### src/rtl/dbus_rr_arbiter.sv
// Round-robin arbiter sharing one single-outstanding data-bus slave among N_CPU requesters.
// Optional watchdog: define ARB_TIMEOUT_EN to add err_dbiu2m and a BUSY timeout.
module dbus_rr_arbiter #(
    parameter int N_CPU          = 2,
    parameter int DBUS_AW        = 32,
    parameter int DBUS_DW        = 64,
    parameter int DBUS_ISEL      = 8,
    parameter int TIMEOUT_CYCLES = 256
) (
    input  logic                            clk,
    input  logic                            resetn,
    input  logic [N_CPU-1:0]                req_m2dbiu,
    input  logic [N_CPU*DBUS_AW-1:0]        adr_m2dbiu_flat,
    input  logic [N_CPU*DBUS_DW-1:0]        dat_m2dbiu_flat,
    input  logic [N_CPU-1:0]                we_m2dbiu,
    input  logic [N_CPU*DBUS_ISEL-1:0]      sel_m2dbiu_flat,
    output logic [N_CPU*DBUS_DW-1:0]        dat_dbiu2m_flat,
    output logic [N_CPU-1:0]                ack_dbiu2m,
    output logic                            req_arb2s,
    output logic [DBUS_AW-1:0]              adr_arb2s,
    output logic [DBUS_DW-1:0]              dat_arb2s,
    output logic                            we_arb2s,
    output logic [DBUS_ISEL-1:0]            sel_arb2s,
    input  logic [DBUS_DW-1:0]              dat_s2arb,
    input  logic                            ack_s2arb,
    output logic [$clog2(N_CPU)-1:0]        grant_id,
    output logic                            busy
`ifdef ARB_TIMEOUT_EN
    ,
    output logic [N_CPU-1:0]                err_dbiu2m
`endif
);

    localparam int GW = $clog2(N_CPU);

    localparam logic [1:0] ST_IDLE    = 2'd0;
    localparam logic [1:0] ST_BUSY    = 2'd1;
    localparam logic [1:0] ST_RELEASE = 2'd2;

    logic [1:0]                 state_q, state_d;
    logic [GW-1:0]              last_q, last_d;
    logic [GW-1:0]              grant_q, grant_d;
    logic                       req_q, req_d;
    logic [DBUS_AW-1:0]         adr_q, adr_d;
    logic [DBUS_DW-1:0]         dat_q, dat_d;
    logic                       we_q, we_d;
    logic [DBUS_ISEL-1:0]       sel_q, sel_d;
    logic [N_CPU-1:0]           ack_q, ack_d;
    logic [N_CPU*DBUS_DW-1:0]   rdat_q, rdat_d;

`ifdef ARB_TIMEOUT_EN
    localparam int CW = $clog2(TIMEOUT_CYCLES + 1);
    logic [CW-1:0]              cnt_q, cnt_d;
    logic [N_CPU-1:0]           err_q, err_d;
`endif

    // Winner search starts one past the last served requester and wraps at N_CPU-1.
    logic          any_req;
    logic [GW-1:0] win;

    always_comb begin : arb_scan
        int idx;
        any_req = 1'b0;
        win     = '0;
        idx     = 0;
        for (int k = 1; k <= N_CPU; k++) begin
            idx = int'(last_q) + k;
            if (idx >= N_CPU) idx = idx - N_CPU;
            if (!any_req && req_m2dbiu[GW'(idx)]) begin
                any_req = 1'b1;
                win     = GW'(idx);
            end
        end
    end

    // Winner's upstream fields, selected with constant slices only.
    logic [DBUS_AW-1:0]   win_adr;
    logic [DBUS_DW-1:0]   win_dat;
    logic                 win_we;
    logic [DBUS_ISEL-1:0] win_sel;

    always_comb begin
        win_adr = '0;
        win_dat = '0;
        win_we  = 1'b0;
        win_sel = '0;
        for (int i = 0; i < N_CPU; i++) begin
            if (win == GW'(i)) begin
                win_adr = adr_m2dbiu_flat[i*DBUS_AW +: DBUS_AW];
                win_dat = dat_m2dbiu_flat[i*DBUS_DW +: DBUS_DW];
                win_we  = we_m2dbiu[i];
                win_sel = sel_m2dbiu_flat[i*DBUS_ISEL +: DBUS_ISEL];
            end
        end
    end

    // NOTE: every next-state variable gets a default first, so no path leaves one unassigned (no latches).
    always_comb begin
        state_d = state_q;
        last_d  = last_q;
        grant_d = grant_q;
        req_d   = req_q;
        adr_d   = adr_q;
        dat_d   = dat_q;
        we_d    = we_q;
        sel_d   = sel_q;
        ack_d   = '0;
        rdat_d  = rdat_q;
`ifdef ARB_TIMEOUT_EN
        cnt_d   = cnt_q;
        err_d   = '0;
`endif

        case (state_q)
            ST_IDLE: begin
                if (any_req) begin
                    grant_d = win;
                    adr_d   = win_adr;
                    dat_d   = win_dat;
                    we_d    = win_we;
                    sel_d   = win_sel;
                    req_d   = 1'b1;
                    state_d = ST_BUSY;
`ifdef ARB_TIMEOUT_EN
                    cnt_d   = '0;
`endif
                end
            end

            ST_BUSY: begin
                if (ack_s2arb) begin
                    for (int i = 0; i < N_CPU; i++) begin
                        if (grant_q == GW'(i)) begin
                            ack_d[i] = 1'b1;
                            rdat_d[i*DBUS_DW +: DBUS_DW] = we_q ? '0 : dat_s2arb;
                        end
                    end
                    req_d   = 1'b0;
                    state_d = ST_RELEASE;
                end
`ifdef ARB_TIMEOUT_EN
                // An ack arriving on the expiry cycle takes the branch above and wins.
                else if (cnt_q == CW'(TIMEOUT_CYCLES - 1)) begin
                    for (int i = 0; i < N_CPU; i++) begin
                        if (grant_q == GW'(i)) begin
                            ack_d[i] = 1'b1;
                            err_d[i] = 1'b1;
                            rdat_d[i*DBUS_DW +: DBUS_DW] = '1;
                        end
                    end
                    req_d   = 1'b0;
                    state_d = ST_RELEASE;
                end else begin
                    cnt_d = cnt_q + 1'b1;
                end
`endif
            end

            ST_RELEASE: begin
                if (!req_m2dbiu[grant_q]) begin
                    last_d  = grant_q;
                    state_d = ST_IDLE;
                end
            end

            default: state_d = ST_IDLE;
        endcase
    end

    // NOTE: reset is synchronous; it only takes effect on a rising clock edge.
    always_ff @(posedge clk) begin
        if (!resetn) begin
            state_q <= ST_IDLE;
            last_q  <= GW'(N_CPU - 1);
            grant_q <= '0;
            req_q   <= 1'b0;
            adr_q   <= '0;
            dat_q   <= '0;
            we_q    <= 1'b0;
            sel_q   <= '0;
            ack_q   <= '0;
            rdat_q  <= '0;
`ifdef ARB_TIMEOUT_EN
            cnt_q   <= '0;
            err_q   <= '0;
`endif
        end else begin
            state_q <= state_d;
            last_q  <= last_d;
            grant_q <= grant_d;
            req_q   <= req_d;
            adr_q   <= adr_d;
            dat_q   <= dat_d;
            we_q    <= we_d;
            sel_q   <= sel_d;
            ack_q   <= ack_d;
            rdat_q  <= rdat_d;
`ifdef ARB_TIMEOUT_EN
            cnt_q   <= cnt_d;
            err_q   <= err_d;
`endif
        end
    end

    assign req_arb2s       = req_q;
    assign adr_arb2s       = adr_q;
    assign dat_arb2s       = dat_q;
    assign we_arb2s        = we_q;
    assign sel_arb2s       = sel_q;
    assign ack_dbiu2m      = ack_q;
    assign dat_dbiu2m_flat = rdat_q;
    assign grant_id        = grant_q;
    assign busy            = (state_q != ST_IDLE);
`ifdef ARB_TIMEOUT_EN
    assign err_dbiu2m      = err_q;
`endif

endmodule

### config.mk
export PLATFORM = sky130hd
export DESIGN_NAME = dbus_rr_arbiter
export DESIGN_NICKNAME = d
export VERILOG_FILES = /design/src/rtl/dbus_rr_arbiter.sv
export SDC_FILE = /design/constraint.sdc
export NUM_CORES = 1
export LEC_CHECK = 0
export ABC_AREA = 1
export CORE_MARGIN = 5
export CORE_UTILIZATION = 25
export DETAILED_ROUTE_END_ITERATION = 8
export SLEW_MARGIN = 40
export SYNTH_ARGS = -nofsm -noshare
export SYNTH_HDL_FRONTEND = slang
export SYNTH_SLANG_ARGS = --single-unit
### constraint.sdc
create_clock -name clk -period 2.6 [get_ports clk]
set_input_delay 0.65 -clock clk [delete_from_list [all_inputs] [get_ports clk]]
set_output_delay 0.65 -clock clk [all_outputs]
set_load 0.03 [all_outputs]
==> results.txt <==
The first global-routing pass estimated approximately 67 mm of wire. The classification of the worst-slack hold path is flip-flop to flip-flop. The clock-pin slew reported for the worst setup and hold paths after clock tree synthesis came out at roughly 60 ps. The maximum ir drop on the vdd rail came out at 0.416 mV. Summing every instance area after synthesis gives 0.0115 mm^2. The weighted congestion at the end of routability-driven global placement is slightly above 0.9. The number of cells in the design after placement is around 2900. The total nets after synthesis is 2118.

The detailed router's first-iteration violation count came out at between 600 and 700. The initial utilization of the core area, before any placement, comes to approximately a quarter. The average wire length per cell after detail routing came out at around 15 um.

TritonCTS built the clock tree. Setup violations remaining at the end of the flow were counted as 0. Multiplexer cells account for 0% of the synthesized area. The maximum clock skew at final layout is 11.7 ps. The number of enable-type register cells in the synthesized netlist is 0. The share of synthesized cell area in and, or, nand and nor gates is about a third. In the final layout, the share of cells above drive strength 1 is 7.77%.

The flip-flop and latch count after synthesis came out at 240. On the critical path, the stage with the largest delay is an instance of clkdlybuf4s50_1. The number of input and output port buffers inserted came out at 516.

The largest net degree at the start of global routing is between 80 and 90. The count of filler cells inserted in the layout came out at 4704. The number of antenna violations at the first check in global routing is 2. After technology mapping, the gate count stands at around 1800. The category of the worst setup path capture point is an output pin. After layout, the minimum clock period comes to 2410 ps.

The antenna violation net count after detailed routing is 0. The finished layout holds ~2900 standard cells, fillers aside. Summing the areas of all xor and xnor instances in the mapped netlist gives 0% of the synthesized area. The die is 224 um tall. Setup repair after global routing left no endpoint under its margin. The cell area power density came out at 569 mW/mm^2. The number of detailed-routing iterations run before antenna repair is 5.

The critical path required time is ~2000 ps. Dividing the final minimum period by the clock period gives 92.6%. The design draws 0.0104 W. The commonest register cell after synthesis is dfxtp_1. The worst path arrival time came out at 1760 ps. By count the netlist is led by 451 x nand2_1, 409 x nor2_1, 315 x inv_1. The residual DRC count came out at 0. The maximum fanout along the worst path is 7. Clock tree synthesis selected as its root buffer the cell clkbuf_16.

Wires add up to ~43 mm. The max-cap violation count came out at 0. Yosys instantiated no cell more often than nand2_1.

The core area is 0.0454 mm^2. Using the TritonRoute via totals, the vias-per-cell ratio works out to between 4 and 5. The distinct cell type count after synthesis is 21. The final max-slew violation count is 0.

The category of the most critical setup path is flip-flop to output pin. The synthesized netlist devotes 0% of its cell area to adder and majority cells. The post-route setup TNS is 0 ps. The final layout net count is 2587. The overall via count from detail_route is 12200.

The leakage power summed over all cells is 8.73 nW. The sequential cell area fraction in the yosys report came out at between 40% and 50%. The largest total area in the synthesized netlist belongs to dfxtp_1. The total track usage came out at 16.2%. The critical path buffer and inverter count is 1. The detailed placer's ending HPWL is 31.3 mm.

The via count of the first global-routing pass came out at 12000. The worst-case headroom to the max-slew limit came out at 54.1%. After synthesis, the mean cell area works out to just over 6 um^2. Sorting the synthesized cells by area gives the leading types as dfxtp_1 42%, nand2_1 15%, nor2_1 13%. For this run, the top clock speed supported by timing is roughly 420 MHz.

The growth of design area from synthesis to finish is 58.6%. The final setup slack of the worst path is 192 ps. The clock drives 240 sinks. The number of placed I/O pins came out at 517. The number of placement rows came out at 78. The worst stage delay on the critical path came out at about 770 ps.

TritonCTS created 29 clock buffers. The share of synthesized registers carrying an async set or reset is 0%. Of the post-synthesis cell area, the dominant cell type holds about two fifths.

The final number of hold-violating endpoints is 0. The global route total overflow came out at 0. The worst setup slack before clock tree synthesis came out at 303 ps. Traced cell by cell, the critical path runs through clkdlybuf4s50_1.

The slew at the pin with the worst max-slew slack is 689 ps. The kind of launch point of the worst setup path is a flip-flop. In this design, the largest share of critical-path delay is due to buffers and inverters. The width of the chip came out at approximately 220 um. The yosys synthesis warning count is 0.

The die covers 0.0503 mm^2. The compound-cell area share of the yosys netlist came out at under 10%. The worst-case clock buffer depth came out at 3. The insertion delay to the later sink of the worst-skew pair is 550 ps. The flow ran to the end, and the final reports show no timing, DRC or antenna violations.

The dominant combinational cell family by area after synthesis is simple AND/OR/NAND/NOR gates. The maximum level of the CTS H-tree came out at 1.
[through the flow]
| step | cell area, um^2 | hold WS [ps] | util, % |
|---|---|---|---|
| floorplan | 11500 | 558 | - |
| global placement | 17200 | 464 | 38.0 |
| detailed placement | 17200 | 456 | 38.0 |
| CTS | 18200 | 477 | 40.1 |
| global route | 18200 | 496 | 40.1 |
| finish | 18200 | 477 | 40.1 |
[repair_timing]
item	CTS	global route
hold buffers	0	0
buffers inserted	0	0
setup endpoints to repair	1	0
resized for setup	1	0
[kinds of logic (layout without fill, tap and decap cells)]
group / after synthesis / count (layout)
AO/OA/AOI/OAI: 187 / 187
buffers and inverters: 427 / 918
flip-flops: 240 / 240
other: 0 / 1
AND/OR/NAND/NOR: 985 / 985
[report_power, final]
| part | switching, W | total [W] | internal [W] |
|---|---|---|---|
| registers | 0.000127 | 0.00403 | 0.00390 |
| clock network | 0.00159 | 0.00402 | 0.00243 |
| logic | 0.00126 | 0.00231 | 0.00105 |
[worst min-delay path, cell delays in order, from the launching register on]
cell and delay, ps:
dfxtp_1 310, nand2_1 60, a21oi_1 50
[worst paths after layout]
check        startpoint  slack, ps  cells past startpoint            to
max reg2reg      last_q        740                      6  adr_arb2s[1]
max            grant_id        190                      1      grant_id
min           req_arb2s        480                      2     req_arb2s
min reg2reg   req_arb2s        480                      2     req_arb2s
[flip-flops by register name, indices dropped and copies added, names as in the netlist]
signal,cells
we_arb2s,1
dat_arb2s,64
sel_arb2s,8
dat_dbiu2m_flat,128
req_arb2s,1
adr_arb2s,32
grant_id,1
state_q,2
ack_dbiu2m,2
last_q,1
[area by class of cell]
type / instances / area (um^2) / area share, %
tap: 600 / 751 / 4.13
antenna: 1 / 2.50 / 0.0138
clock inverter: 6 / 61.3 / 0.337
inverter: 319 / 1200 / 6.59
multi-input combinational: 1172 / 4980 / 27.4
sequential: 240 / 4810 / 26.4
clock buffer: 47 / 893 / 4.91
timing repair buffer: 546 / 5490 / 30.2
[per-layer routing]
layer	vias to the layer above	track usage [%]	wire, um
li1	6300	-	-
met1	5433	19.2	17700
met2	419	27.3	20000
met3	60	6.72	4720
met4	4	4.09	970
met5	-	0	29
[placed cells by master, fill, tap and decap left out, types with 2 or more instances in the layout]
master	n
inv_1	315
a21oi_1	122
nand2_1	451
clkbuf_8	10
dfxtp_1	238
dfxtp_2	2
or2_2	95
nor2_1	409
clkinv_2	3
o21ai_1	10
clkdlybuf4s50_1	514
nand4_1	14
o21ai_0	55
clkbuf_16	29
or2_1	11
buf_4	22
buf_12	8
inv_2	4
clkbuf_1	8
(Power assumes the default switching activity.)
